`src/rtl/regfile_mp_sb.sv`:
```
// ---------------------------------------------------------------------------
// regfile_mp_sb
//   Multi-port register file for the pipelined MIPS datapath, with a busy
//   scoreboard that decode uses to detect RAW hazards.
//   Storage has two write ports and N_RD combinational read ports. On an
//   address collision, write port 1 has priority. Write data can optionally
//   be forwarded to the read ports in the same cycle. Register 0 can
//   optionally be hardwired to zero.
//
// Ports
//   CLK        in   rising-edge clock
//   reset      in   asynchronous, active-low reset (clears data and busy)
//   ra         in   N_RD packed read addresses, port i = ra[i*ADDR_W +: ADDR_W]
//   rd         out  N_RD packed read data,      port i = rd[i*DATA_W +: DATA_W]
//   rbusy      out  scoreboard busy flag for each read address
//   we0/wa0/wd0     write port 0
//   we1/wa1/wd1     write port 1 (wins over port 0 on the same address)
//   claim_en   in   mark claim_addr busy (a producer of that register issued)
//   claim_addr in   register being claimed
// ---------------------------------------------------------------------------
module regfile_mp_sb #(
  parameter int DATA_W   = 32,
  parameter int ADDR_W   = 5,
  parameter int N_RD     = 2,
  parameter int BYPASS   = 1,
  parameter int ZERO_REG = 1
) (
  input  logic                     CLK,
  input  logic                     reset,
  input  logic [N_RD*ADDR_W-1:0]   ra,
  output logic [N_RD*DATA_W-1:0]   rd,
  output logic [N_RD-1:0]          rbusy,
  input  logic                     we0,
  input  logic [ADDR_W-1:0]        wa0,
  input  logic [DATA_W-1:0]        wd0,
  input  logic                     we1,
  input  logic [ADDR_W-1:0]        wa1,
  input  logic [DATA_W-1:0]        wd1,
  input  logic                     claim_en,
  input  logic [ADDR_W-1:0]        claim_addr
);

  localparam int   DEPTH = 2**ADDR_W;
  localparam logic BP    = (BYPASS != 0);
  localparam logic ZR    = (ZERO_REG != 0);

  // Reject unsupported read-port counts at elaboration time.
  if ((N_RD < 1) || (N_RD > 4)) begin : g_bad_nrd
    $error("regfile_mp_sb: N_RD must be in 1..4");
  end

  logic [DATA_W-1:0] r_mem [DEPTH];
  logic [DEPTH-1:0]  r_busy;

  logic              w_we0_eff;
  logic              w_we1_eff;
  logic              w_claim_eff;
  logic [DEPTH-1:0]  w_busy_set;
  logic [DEPTH-1:0]  w_busy_clr;
  logic [DEPTH-1:0]  w_busy_nxt;

  // With a hardwired zero register, writes and claims of address 0 are dropped.
  assign w_we0_eff   = we0      & ~(ZR & (wa0        == '0));
  assign w_we1_eff   = we1      & ~(ZR & (wa1        == '0));
  assign w_claim_eff = claim_en & ~(ZR & (claim_addr == '0));

  // A claim and a writeback to the same register in one cycle leave the bit
  // set, because the claim belongs to a newer producer than the one that is
  // writing back.
  assign w_busy_set = DEPTH'(w_claim_eff) << claim_addr;
  assign w_busy_clr = (DEPTH'(w_we0_eff) << wa0) | (DEPTH'(w_we1_eff) << wa1);
  assign w_busy_nxt = (r_busy & ~w_busy_clr) | w_busy_set;

  // Storage and scoreboard update. Port 1 is written last, so it wins a collision.
  always_ff @(posedge CLK or negedge reset) begin
    if (!reset) begin
      for (int i = 0; i < DEPTH; i++) begin
        r_mem[i] <= '0;
      end
      r_busy <= '0;
    end else begin
      if (w_we0_eff) begin
        r_mem[wa0] <= wd0;
      end
      if (w_we1_eff) begin
        r_mem[wa1] <= wd1;
      end
      r_busy <= w_busy_nxt;
    end
  end

  for (genvar p = 0; p < N_RD; p++) begin : g_rd
    logic [ADDR_W-1:0] w_ra;
    logic              w_hit0;
    logic              w_hit1;
    logic [DATA_W-1:0] w_rd;
    logic              w_rbusy;

    assign w_ra   = ra[p*ADDR_W +: ADDR_W];
    assign w_hit0 = BP & we0 & (wa0 == w_ra);
    assign w_hit1 = BP & we1 & (wa1 == w_ra);

    // Per-port read mux. Forwarded data has no outstanding hazard, so busy is masked on a hit.
    always_comb begin
      w_rd    = r_mem[w_ra];
      w_rbusy = r_busy[w_ra];
      if (ZR && (w_ra == '0)) begin
        w_rd    = '0;
        w_rbusy = 1'b0;
      end else if (w_hit1) begin
        w_rd    = wd1;
        w_rbusy = 1'b0;
      end else if (w_hit0) begin
        w_rd    = wd0;
        w_rbusy = 1'b0;
      end else begin
        w_rd    = r_mem[w_ra];
        w_rbusy = r_busy[w_ra];
      end
    end

    assign rd[p*DATA_W +: DATA_W] = w_rd;
    assign rbusy[p]               = w_rbusy;
  end

endmodule
```
`config.mk`:
```
export PLATFORM = sky130hd
export DESIGN_NAME = regfile_mp_sb
export DESIGN_NICKNAME = d
export VERILOG_FILES = /design/src/rtl/regfile_mp_sb.sv
export SDC_FILE = /design/constraint.sdc
export NUM_CORES = 2
export LEC_CHECK = 0
export BUFFER_PORTS_ARGS = -buffer_cell sky130_fd_sc_hd__buf_2
export CORE_MARGIN = 4
export CORE_UTILIZATION = 40
export DETAILED_ROUTE_END_ITERATION = 10
export GPL_TIMING_DRIVEN = 0
export HOLD_SLACK_MARGIN = 0.1
export PLACE_DENSITY = 0.63
export SYNTH_ARGS = -nofsm -noshare
export SYNTH_HDL_FRONTEND = slang
export SYNTH_SLANG_ARGS = --single-unit
```
`constraint.sdc`:
```
create_clock -name CLK -period 3.3 [get_ports CLK]
set_input_delay 0.33 -clock CLK [delete_from_list [all_inputs] [get_ports CLK]]
set_output_delay 0.33 -clock CLK [all_outputs]
set_load 0.03 [all_outputs]
```
* After elaboration in Yosys (flattened, before gate mapping)
Index checks and enable logic that the tools add are counted.
** Operators by class
- $lt $le $gt $ge :: 8
- Eq/ne operators :: 4
- Shifts and indexed selects :: 3
- Multiplexer cells :: 30
- Bitwise operators :: 18
- Reductions and logical operators :: 7
** Operators with widths (number)
- $bwmux 1024 :: 2
- $mux 1024 :: 2
- $mux 32 :: 12
- $bmux 32 s5 :: 2
- $demux 32 s5 :: 2
- $shl 1x5->32 :: 3
- $or 32x32->32 :: 2
- $and 32x32->32 :: 1
- $not 32->32 :: 1
- $logic_not 5->1 :: 5
- $ge 6x6->1 const B :: 4
- $not 5->6 :: 4
- $eq 5x5->1 :: 4
- $lt 5x6->1 const B :: 2
- $lt 6x1->1 const B :: 2
- $bmux 1 s5 :: 2
- $mux 1 :: 8
- $and 1x1->1 :: 7
- $not 1->1 :: 3
- $logic_and 1x1->1 :: 2
** Storage, ports and cells
- Flip-flop bits (word level) :: 1056
- Bits of input ports :: 94

* Longest topological paths before layout
- Word-level depth :: 9
- Depth in mapped cells :: 10

* Least setup slack after synthesis
OpenSTA, ideal clock, no wires.
- Path type :: input-to-output
- Start :: input ra[5]
- End :: output rd[54]
- Data arrival time :: 2.389 ns
- Required time :: 2.970 ns
- Slack :: 0.581 ns
- Stages :: 9
- Path through :: buf_2 > buf_6 > buf_4 > buf_4 > buf_4 > mux2i_1 > o221ai_1 > a211oi_1 > o32ai_1
** Between the ends
- Word-level cells in the longest chain between the ends :: 7
** RTL lines
- start, declared :: line 30 : input logic [N_RD*ADDR_W-1:0] ra,
- $not 5->6 (implied by the code) :: line 117 : w_rd = r_mem[w_ra];
- $bmux 32 s5 :: line 117
- $mux 32 (implied by the code) (2 in a row) :: line 117
- $mux 32 :: line 113 : end else if (w_hit0) begin
- $mux 32 :: line 110 : end else if (w_hit1) begin
- $mux 32 (*) :: line 107 : if (ZR && (w_ra == '0)) begin
- end, declared :: line 31 : output logic [N_RD*DATA_W-1:0] rd,
Mark *: on every way between the ends. The rest lies on a longest branch, timed or not. The select of a mux whose other input is x is not followed.

* Worst setup path after layout
- Start :: input ra[3]
- End :: output rd[1]
Same word-level chain as after synthesis.

==> impl_metrics.env <==
export IMPL_grt_pass1_vias=59164
export IMPL_clock_sinks=1056
export IMPL_cap_viol_max_count=2
export IMPL_max_freq_ghz=0.2830
export IMPL_grt_overflow=0
export IMPL_drtIter0Drc=10112
export IMPL_ys_warn_count=0
export IMPL_clk_pin_slew_ns=0.06
export IMPL_routabilityCongestion=1.048
export IMPL_syn_avg_cell_area_sq_um=10.19
export IMPL_hold_worst_slack_ns=0.1364
export IMPL_initial_utilization_pct=40.40
export IMPL_worst_pin_slew_ns=1.678
export IMPL_arrival_ns=3.20
export IMPL_vdd_ir_drop_max_uv=407.2
export IMPL_r2r_worst_path_cells=2
export IMPL_drc=0
export IMPL_start_kind="input port"
export IMPL_syn_instance_count=6564
export IMPL_relSlewSlack_pct=-12.25
export IMPL_worstReg2RegEnd="r_busy[8]"
export IMPL_fin_tns_setup_ns=-6.312
export IMPL_ioPinCount=160
export IMPL_period_minus_slack_ns=3.534
export IMPL_clk_path_buf_depth=3
export IMPL_critical_path_class="in2out"
export IMPL_rows=149
export IMPL_grt_total_usage_pct=43.41
export IMPL_firstDrtPassIters=7
export IMPL_grt_max_degree=158
export IMPL_rrSetupSlack_ns=1.99
export IMPL_endpoint_kind="output pin"
export IMPL_final_antenna_net_count=0
export IMPL_wl_per_cell_um=41.96
export IMPL_yosysTopAreaCell="dfrtp_1"
export IMPL_cp_required_ns=2.97
export IMPL_violations="capacitance limit, slew limit, setup timing"
export IMPL_hold_viol=0
export IMPL_synthesis_area_sq_um=66890
export IMPL_coreArea_sq_um=165500
export IMPL_antenna_found_initial=28
export IMPL_synth_edf_count=0
export IMPL_clk_latency_ns=0.80
export IMPL_async_flop_share_pct=100.0
export IMPL_power_density_nw_per_um2=637.1
export IMPL_rsz0062_at_grt="true"
export IMPL_ys_seq_area_share_pct=39.51
export IMPL_portBuffers=93
export IMPL_die_w_um=416.9
export IMPL_yosysTopAreaCellShare_pct=39.51
export IMPL_die_h_um=416.9
export IMPL_reg2reg_from="r_busy[8]"
export IMPL_cts_max_level=4
export IMPL_syn_to_final_growth_pct=16.84
export IMPL_synth_nets=6658
export IMPL_finClkSkew_ns=0
export IMPL_dieArea_sq_um=173800
export IMPL_setup_viol=58
export IMPL_crit_path_max_fanout=10
export IMPL_cts_tree="yes"
export IMPL_root_buffer="clkbuf_16"
export IMPL_finalMaxSlewViolations=10
export IMPL_holdCritPathClass="in2reg"
export IMPL_crit_end="rd[1]"
export IMPL_status="finished, violations left"
export IMPL_timing_final_crit_share_pct=107.1
export IMPL_seqCellArea_sq_um=26430
export IMPL_synth_area_leaders="dfrtp_1 40%, mux4_2 14%, mux2i_1 14%, a21oi_1 4.2%, o21ai_0 4.0%"
export IMPL_routed_wl_mm=386.8
export IMPL_crit_start="ra[3]"
export IMPL_synth_seq_cells=1056
export IMPL_nFillCells=15524
export IMPL_cts_buffers=132
export IMPL_dp_hpwl_mm=306.6
export IMPL_final_setup_worst_slack_ns=-0.2338
export IMPL_p_leak_nw=32.40
export IMPL_drive_above_1_share_pct=20.13
export IMPL_vias=62745
export IMPL_multi_input_area_sq_um=37680
export IMPL_grt_pass1_wl_mm=514.3
export IMPL_via_per_inst=6.807
export IMPL_ys_dominant_reg_cell="dfrtp_1"
export IMPL_nNetsFinal=7010
export IMPL_synth_cell_types=65
routing by layer:
| layer | share of wire, % | vias up | global-route usage (%) |
|---|---|---|---|
| met5 | 0.065 | - | 0 |
| met4 | 7.4 | 14 | 26.84 |
| met3 | 13 | 1007 | 16.10 |
| met2 | 41 | 4679 | 61.70 |
| met1 | 38 | 32241 | 56.01 |
| li1 | - | 24804 | - |
area by class of cell:
cell class | count | share of cell area (%)
antenna | 8 | 0.02562
buffer | 859 | 5.831
clock buffer | 190 | 4.891
clock inverter | 49 | 0.9350
inverter | 31 | 0.1489
multi-input combinational | 4611 | 48.22
sequential | 1056 | 33.81
tap | 2189 | 3.505
timing repair buffer | 225 | 2.627
cell families after synthesis:
family | share of synthesized area [%]
XOR/XNOR | 0.2619
AO/OA/AOI/OAI | 14.82
flip-flops | 39.51
multiplexers | 30.05
AND/OR/NAND/NOR | 9.346
buffers and inverters | 6.012
worst max-delay path, stage by stage:
cell and delay [ns]:
buf_2 0.34, clkbuf_2 0.54, buf_2 0.60, o221ai_1 0.33
a221oi_4 0.36, nor4_2 0.07, a221o_2 0.42, buf_6 0.18
synthesized netlist by cell type, drive strengths merged, types with 54 or more instances:
master	number
o21ai	574
mux4	427
nor2	573
o221ai	54
a221oi	85
buf	290
mux2	113
dfrtp	1056
nor3	76
a21oi	565
mux2i	920
nand2	705
clkbuf	576
state kept, by name, summed over array words and instances, names as in the netlist:
signal  count
r_mem    1024
r_busy     32
placed cells by master, fill, tap and decap left out, drive strengths merged, types with 53 or more instances in the layout:
master       instances
mux2i              920
o21ai              574
a21oi              565
mux4               427
buf                453
a32oi               53
o221ai              54
dlygate4sd3         58
nand2              705
mux2               113
dfrtp             1056
clkbuf             762
a22oi               53
a221oi              85
nor3                76
nor2               573
per-stage QoR:
stage          instances  setup WS (ns)  power, mW  util, %  cell area, sq um
3_3_place_gp        8846         -23.54      31.66    42.34             70090
5_1_grt             9212        -0.2027      50.99    47.20             78130
6_report            9218        -0.2338      49.79    47.21             78150
2_1_floorplan       6564         0.5812      26.47        -             66890
3_5_place_dp        8858         -1.783      32.08    42.54             70420
4_1_cts             9192        -0.1772      48.58    46.90             77640
worst min path at each step:
stage / start / to / slack, ns / depth (start not counted)
4_1_cts: wd0[6] / r_mem[966] / 0.10 / 3
3_3_place_gp: r_mem[998] / r_mem[998] / 0.45 / 1
6_report: wd0[6] / r_mem[966] / 0.14 / 3
2_1_floorplan: reset / r_busy[0] / 0.03 / 0
3_5_place_dp: reset / r_mem[1020] / 0.28 / 1
5_1_grt: claim_en / r_busy[4] / 0.15 / 3
report_power, final:
group | switching [mW] | internal, mW | leakage (nW)
clock network | 6.73 | 9.09 | 2.23
logic | 8.25 | 6.39 | 17.1
registers | 3.08 | 16.2 | 13.0
total | 18.1 | 31.7 | 32.4
what timing repair did:
item                                    4_1_cts  5_1_grt
buffers inserted                             41       20
hold endpoints to repair                    539        0
endpoints found under the setup margin       71       53
resized for setup                           439       77
hold buffers                                 59        0
pin swaps                                    29       35
(Power assumes the default switching activity.)
